$ cat src/rtl/s_box_pkg.sv
// s_box_pkg -- shared constants and GF(2^4) helpers for the AES S-box.
//
// Composite field used by the inverter:
//   GF(2^4)       : polynomial basis, x^4 + x + 1 (x^4 folds back to GF16_PHI)
//   GF((2^4)^2)   : y^2 + y + GF16_LAMBDA, byte layout {hi[3:0], lo[3:0]}
// ISO_M maps an AES-field byte into that composite layout and INV_ISO_M maps
// it back. Row i of a matrix is the mask of input bits XORed into output bit i.
package s_box_pkg;

   localparam logic [7:0] AFF_C     = 8'h63;
   localparam logic [7:0] INV_AFF_C = 8'h05;

   // Rows listed from output bit 7 down to output bit 0.
   localparam logic [7:0][7:0] ISO_M = {
      8'hA0, 8'hAC, 8'hD2, 8'h70, 8'h14, 8'h82, 8'h06, 8'h71
   };
   localparam logic [7:0][7:0] INV_ISO_M = {
      8'hB4, 8'h9E, 8'h34, 8'hBA, 8'h72, 8'hB2, 8'hB0, 8'h11
   };

   // y^2 = y + LAMBDA in the extension; x^4 = PHI in the GF(2^4) ground field.
   localparam logic [3:0] GF16_LAMBDA = 4'hE;
   localparam logic [3:0] GF16_PHI    = 4'h3;

   typedef struct packed {
      logic [3:0] hi;
      logic [3:0] lo;
   } gf16x2_t;

   // Shift-and-add multiply with reduction on every shift.
   function automatic logic [3:0] gf16_mul(input logic [3:0] x, input logic [3:0] y);
      logic [3:0] acc;
      logic [3:0] sh;
      acc = 4'h0;
      sh  = x;
      for (int i = 0; i < 4; i++) begin
         if (y[i]) acc = acc ^ sh;
         sh = {sh[2:0], 1'b0} ^ (sh[3] ? GF16_PHI : 4'h0);
      end
      return acc;
   endfunction

   // Squaring is linear: (sum a_i x^i)^2 = sum a_i x^(2i), then reduce.
   function automatic logic [3:0] gf16_sq(input logic [3:0] x);
      return {x[3], x[3] ^ x[1], x[2], x[2] ^ x[0]};
   endfunction

   // x^-1 = x^14 = x^2 * x^4 * x^8; maps 0 to 0 as required.
   function automatic logic [3:0] gf16_inv(input logic [3:0] x);
      logic [3:0] x2;
      logic [3:0] x4;
      logic [3:0] x8;
      x2 = gf16_sq(x);
      x4 = gf16_sq(x2);
      x8 = gf16_sq(x4);
      return gf16_mul(x2, gf16_mul(x4, x8));
   endfunction

endpackage

$ cat src/rtl/s_box_gf256_inv.sv
// gf256_inv -- combinational GF(2^8) multiplicative inverse (AES polynomial
// x^8+x^4+x^3+x+1), computed in the composite field GF((2^4)^2).
// Ports:
//   i_a   [7:0] in   AES-field byte
//   o_inv [7:0] out  inverse of i_a (0 maps to 0)
module gf256_inv
   import s_box_pkg::*;
(
   input  logic [7:0] i_a,
   output logic [7:0] o_inv
);

   logic [7:0] w_iso;
   gf16x2_t    w_c;
   gf16x2_t    w_r;
   logic [3:0] w_d_inv;
   logic [3:0] w_d;

   generate
      for (genvar gi = 0; gi < 8; gi++) begin : g_iso
         assign w_iso[gi] = ^(ISO_M[gi] & i_a);
      end
   endgenerate

   assign w_c = gf16x2_t'(w_iso);

   // (hi*y + lo)^-1 = hi*d*y + (hi+lo)*d, d = (hi^2*LAMBDA + hi*lo + lo^2)^-1
   assign w_d_inv = gf16_mul(gf16_sq(w_c.hi), GF16_LAMBDA)
                  ^ gf16_mul(w_c.hi, w_c.lo)
                  ^ gf16_sq(w_c.lo);
   assign w_d     = gf16_inv(w_d_inv);
   assign w_r.hi  = gf16_mul(w_c.hi, w_d);
   assign w_r.lo  = gf16_mul(w_c.hi ^ w_c.lo, w_d);

   generate
      for (genvar gi = 0; gi < 8; gi++) begin : g_inv_iso
         assign o_inv[gi] = ^(INV_ISO_M[gi] & w_r);
      end
   endgenerate

endmodule

$ cat src/rtl/s_box.sv
// s_box -- AES forward / inverse S-box around one shared GF(2^8) inverter.
// Ports:
//   clk   in        rising-edge clock (unused when REG_OUT = 0)
//   rst_n in        asynchronous active-low reset of q (unused when REG_OUT = 0)
//   a     in  [7:0] byte to substitute
//   enc   in        1 = SubBytes, 0 = InvSubBytes
//   q     out [7:0] substituted byte; registered (1-cycle latency) when REG_OUT = 1
module s_box
   import s_box_pkg::*;
#(
   parameter int REG_OUT = 1
) (
   input  logic       clk,
   input  logic       rst_n,
   input  logic [7:0] a,
   input  logic       enc,
   output logic [7:0] q
);

   logic [7:0] w_inv_aff;
   logic [7:0] w_inv_in;
   logic [7:0] w_inv_out;
   logic [7:0] w_aff;
   logic [7:0] w_sub;

   // Affine maps written per bit as cyclic XORs of the input byte.
   generate
      for (genvar gi = 0; gi < 8; gi++) begin : g_affine
         assign w_inv_aff[gi] = a[(gi + 2) % 8] ^ a[(gi + 5) % 8] ^ a[(gi + 7) % 8]
                              ^ INV_AFF_C[gi];
         assign w_aff[gi]     = w_inv_out[gi] ^ w_inv_out[(gi + 4) % 8]
                              ^ w_inv_out[(gi + 5) % 8] ^ w_inv_out[(gi + 6) % 8]
                              ^ w_inv_out[(gi + 7) % 8] ^ AFF_C[gi];
      end
   endgenerate

   // Decryption applies the inverse affine before inverting, encryption after.
   assign w_inv_in = enc ? a : w_inv_aff;

   gf256_inv u_inv (
      .i_a   (w_inv_in),
      .o_inv (w_inv_out)
   );

   assign w_sub = enc ? w_aff : w_inv_out;

   generate
      if (REG_OUT != 0) begin : g_reg
         logic [7:0] r_q;
         always_ff @(posedge clk or negedge rst_n) begin
            if (!rst_n) r_q <= 8'h00;
            else        r_q <= w_sub;
         end
         assign q = r_q;
      end else begin : g_comb
         assign q = w_sub;
      end
   endgenerate

endmodule

$ cat config.mk
export PLATFORM = sky130hd
export DESIGN_NAME = s_box
export DESIGN_NICKNAME = d
export VERILOG_FILES = /design/src/rtl/s_box_pkg.sv /design/src/rtl/s_box_gf256_inv.sv /design/src/rtl/s_box.sv
export SDC_FILE = /design/constraint.sdc
export NUM_CORES = 1
export LEC_CHECK = 0
export BUFFER_PORTS_ARGS = -buffer_cell sky130_fd_sc_hd__buf_2
export CAP_MARGIN = 20
export CORE_UTILIZATION = 45
export CTS_BUF_LIST = sky130_fd_sc_hd__clkbuf_4
export DETAILED_ROUTE_END_ITERATION = 16
export PLACE_DENSITY = 0.73
export SYNTH_ARGS = -nofsm -noshare
export SYNTH_HDL_FRONTEND = slang
export SYNTH_SLANG_ARGS = --single-unit
$ cat constraint.sdc
create_clock -name clk -period 1.1 [get_ports clk]
set_clock_uncertainty 0.05 [all_clocks]
set_input_delay 0.22 -clock clk [delete_from_list [all_inputs] [get_ports clk]]
set_output_delay 0.22 -clock clk [all_outputs]
set_load 0.005 [all_outputs]
==> key figures <==
Routing
  – Routed WL: between 15 and 20 mm
  – Antenna-violating nets left: 0
  – Drt drc: 0
  – Via density: between 6 and 7
  – Number of DRC markers in iteration 0: slightly below 400
  – DRT Pass-1 Iters: 5
  – Vias: slightly below 5,000
  – Drt wl/cell: 19.66 um

Setup path
  – CP Launch Type: primary input
  – CP Capture Type: flop
  – Worst EP arrival: approximately 4.7 ns
  – Worst Path Required: approximately 1.2 ns
  – Crit Path Class: in2reg
  – Critical path fanouts, max: 7

Synthesis
  – Yosys reg bits: 8
  – Post-synthesis net count: between 400 and 500
  – Synthesized area: between 3000 and 4000 um2
  – Mapped Cells: 462
  – Syn_area_per_cell: 8.257 um2
  – Ys Warns: 0
  – Post-synth EDFFs: 0
  – Top_reg_cell synth: dfrtp_1
  – Unique cell type count in the Yosys netlist: 90
  – Register area share after synthesis: 5.248%
  – Async set-reset flop share out of synthesis: between 90% and 100%

STA
  – Final min period: around 4.6 ns
  – Relative slew slack: a little over half
  – RSZ-0062 raised after global routing: yes
  – Final worst slack: -3.530 ns
  – Worst-Margin Slew: 0.6803 ns
  – Crit share post-route: 420.9%
  – F_max: approximately 220 MHz
  – Slew Limit Fails: 0
  – Final Setup Violations: 8
  – Hold Slack: 0.2847 ns
  – Hold Vio Cnt, Final: 0

Status
  – Violated checks: negative setup slack
  – Outcome: finished with violations

Clock tree
  – Sinks on Clock Net: 8
  – CTS clk-pin slew, worst paths: 0.05 ns
  – H-Tree Level Count: 1
  – Num CTS Buffers: 3
  – Clock Path Buffers: 2
  – CTS tree: built
  – CTS Root Cell: clkbuf_4

Run
  – Max_cap viols: 0

Final layout
  – Fin area: a little over 6000 um2
  – Fill cells: between 500 and 600
  – Util after Layout: between 70% and 80%
  – Share of cells above drive strength 1: between 50% and 60%
  – P&R area growth vs syn: 60.58%
  – Most frequent cells in the layout: buf_4 (189), xnor2_1 (32), nand2_1 (28)
  – Most common cell after layout, fill and taps aside: buf_4
  – Number of diodes: 0
  – Nets@finish: between 600 and 700
  – Multi-input logic area: just under 4000 um2
  – Max FFs per register: 8
  – Register Area: between 200 and 250 um2
  – Final Non-Filler Cells: around 770

Floorplan
  – Die Wd: between 90 and 100 um
  – Vert. Die Dim: about 94 um
  – Full die area: roughly 9000 um2
  – Initial core utilization: between 40% and 50%
  – Rows: 33
  – CORE AREA: a little over 8000 um2
  – IO Pins: 19

GRT
  – Initial antenna violation count: 0
  – Gr usage total: between 30% and 40%
  – Vias in the first global route: around 4,800
  – First-pass GRT wire length: between 20 and 25 mm
  – Largest net degree at the start of global routing: 20
  – Congestion Overflow GR: 0

Placement
  – Placed cells: between 700 and 800
  – Port Buf Inserts: 18
  – Post-Place Cell Area: between 5000 and 6000 um2
  – Gpl congestion: ~0.94
  – HPWL Detailed: 11.19 mm

Min path
  – Min-Delay Path Class: in2async
area by class of cell:
type / instances / share of cell area (%)
Multi-Input combinational cell: 415 / 63.62
Timing Repair Buffer: 230 / 30.23
Sequential cell: 8 / 3.268
Tap cell: 105 / 2.145
Clock buffer: 3 / 0.3676
Inverter: 6 / 0.3676
final timing paths:
check	from	endpoint	slack, ns	cells past startpoint
hold / removal	rst_n	q[0]	0.28	2
setup / recovery	a[6]	q[3]	-3.53	21
max in group asynchronous	rst_n	q[5]	0.55	2
min in group clk	enc	q[0]	0.60	5
Yosys cell counts (all sizes together) (3+ instances only):
master,number,area (um2)
xnor2,51,551.8
a21oi,36,199.0
nor2,29,127.6
o22ai,11,68.82
xor2,11,111.4
nor4,10,90.08
o21ai,33,180.2
a211o,3,26.28
xnor3,14,320.3
or3b,3,26.28
a31oi,14,87.58
nand3,12,75.07
inv,6,22.52
a221oi,3,26.28
clkbuf,10,37.54
o31ai,5,37.54
a32oi,3,26.28
a2111oi,6,78.83
a22oi,5,42.54
dfrtp,8,200.2
and3,6,42.54
o32ai,3,33.79
o21bai,3,22.52
nand2,31,116.4
xor3,6,142.6
or3,6,42.54
buf,23,133.9
o211ai,13,97.59
a211oi,11,105.1
mux2,6,71.31
o21a,10,82.57
o311ai,3,43.80
mux2i,9,102.6
nand4,6,37.54
nor3,20,110.1
per-stage QoR:
stage / TNS [ns] / setup WS [ns]
floorplan: -29.85 / -3.804
global placement: -30.44 / -3.864
detailed placement: -31.30 / -4.039
CTS: -27.59 / -3.501
global route: -28.68 / -3.636
finish: -27.91 / -3.530
what timing repair did:
item | in CTS | in global routing
endpoints found under the setup margin | 8 | 8
pin swaps | 37 | 18
setup buffers | 23 | 8
hold buffers | 1 | 0
hold endpoints to repair | 8 | 0
gates cloned | 0 | 0
resized for setup | 44 | 48
routing by layer:
metal  GRT usage (%)  up-vias  part of all wire [%]
met1           41.57     2337                    41
met5               0        -                     0
met2           58.15      249                    49
met4           13.59        0                   3.1
li1                -     2211                     -
met3           3.560       47                   6.9
critical path, cell delays in order:
cell      delay [ns]
buf_8           0.07
xnor3_2         0.44
o21ai_4         0.18
xnor3_2         0.39
ha_4            0.31
xnor2_2         0.12
xnor3_2         0.31
or3_4           0.39
a21oi_4         0.21
buf_12          0.14
a211oi_4        0.05
buf_12          0.15
buf_6           0.11
o21bai_1        0.12
a21oi_1         0.08
or4_4           0.47
xor2_4          0.29
xnor2_2         0.15
xnor3_1         0.24
o21ai_2         0.15
xnor2_1         0.15
logic make-up (layout without fill, tap and decap cells):
logic type               Yosys count  after routing  share of synthesized area (%)
AND/OR/NAND/NOR                  133            133                          19.45
buffers and inverters             39            239                          5.084
multiplexers                      15             15                          4.559
flip-flops                         8              8                          5.248
adder cells (fa/ha/maj)            3              3                         0.8527
AO/OA/AOI/OAI                    182            182                          35.29
XOR/XNOR                          82             82                          29.52
Power is not shown: default switching activity piles up to over one toggle a cycle in this logic, so the estimate is an artifact.
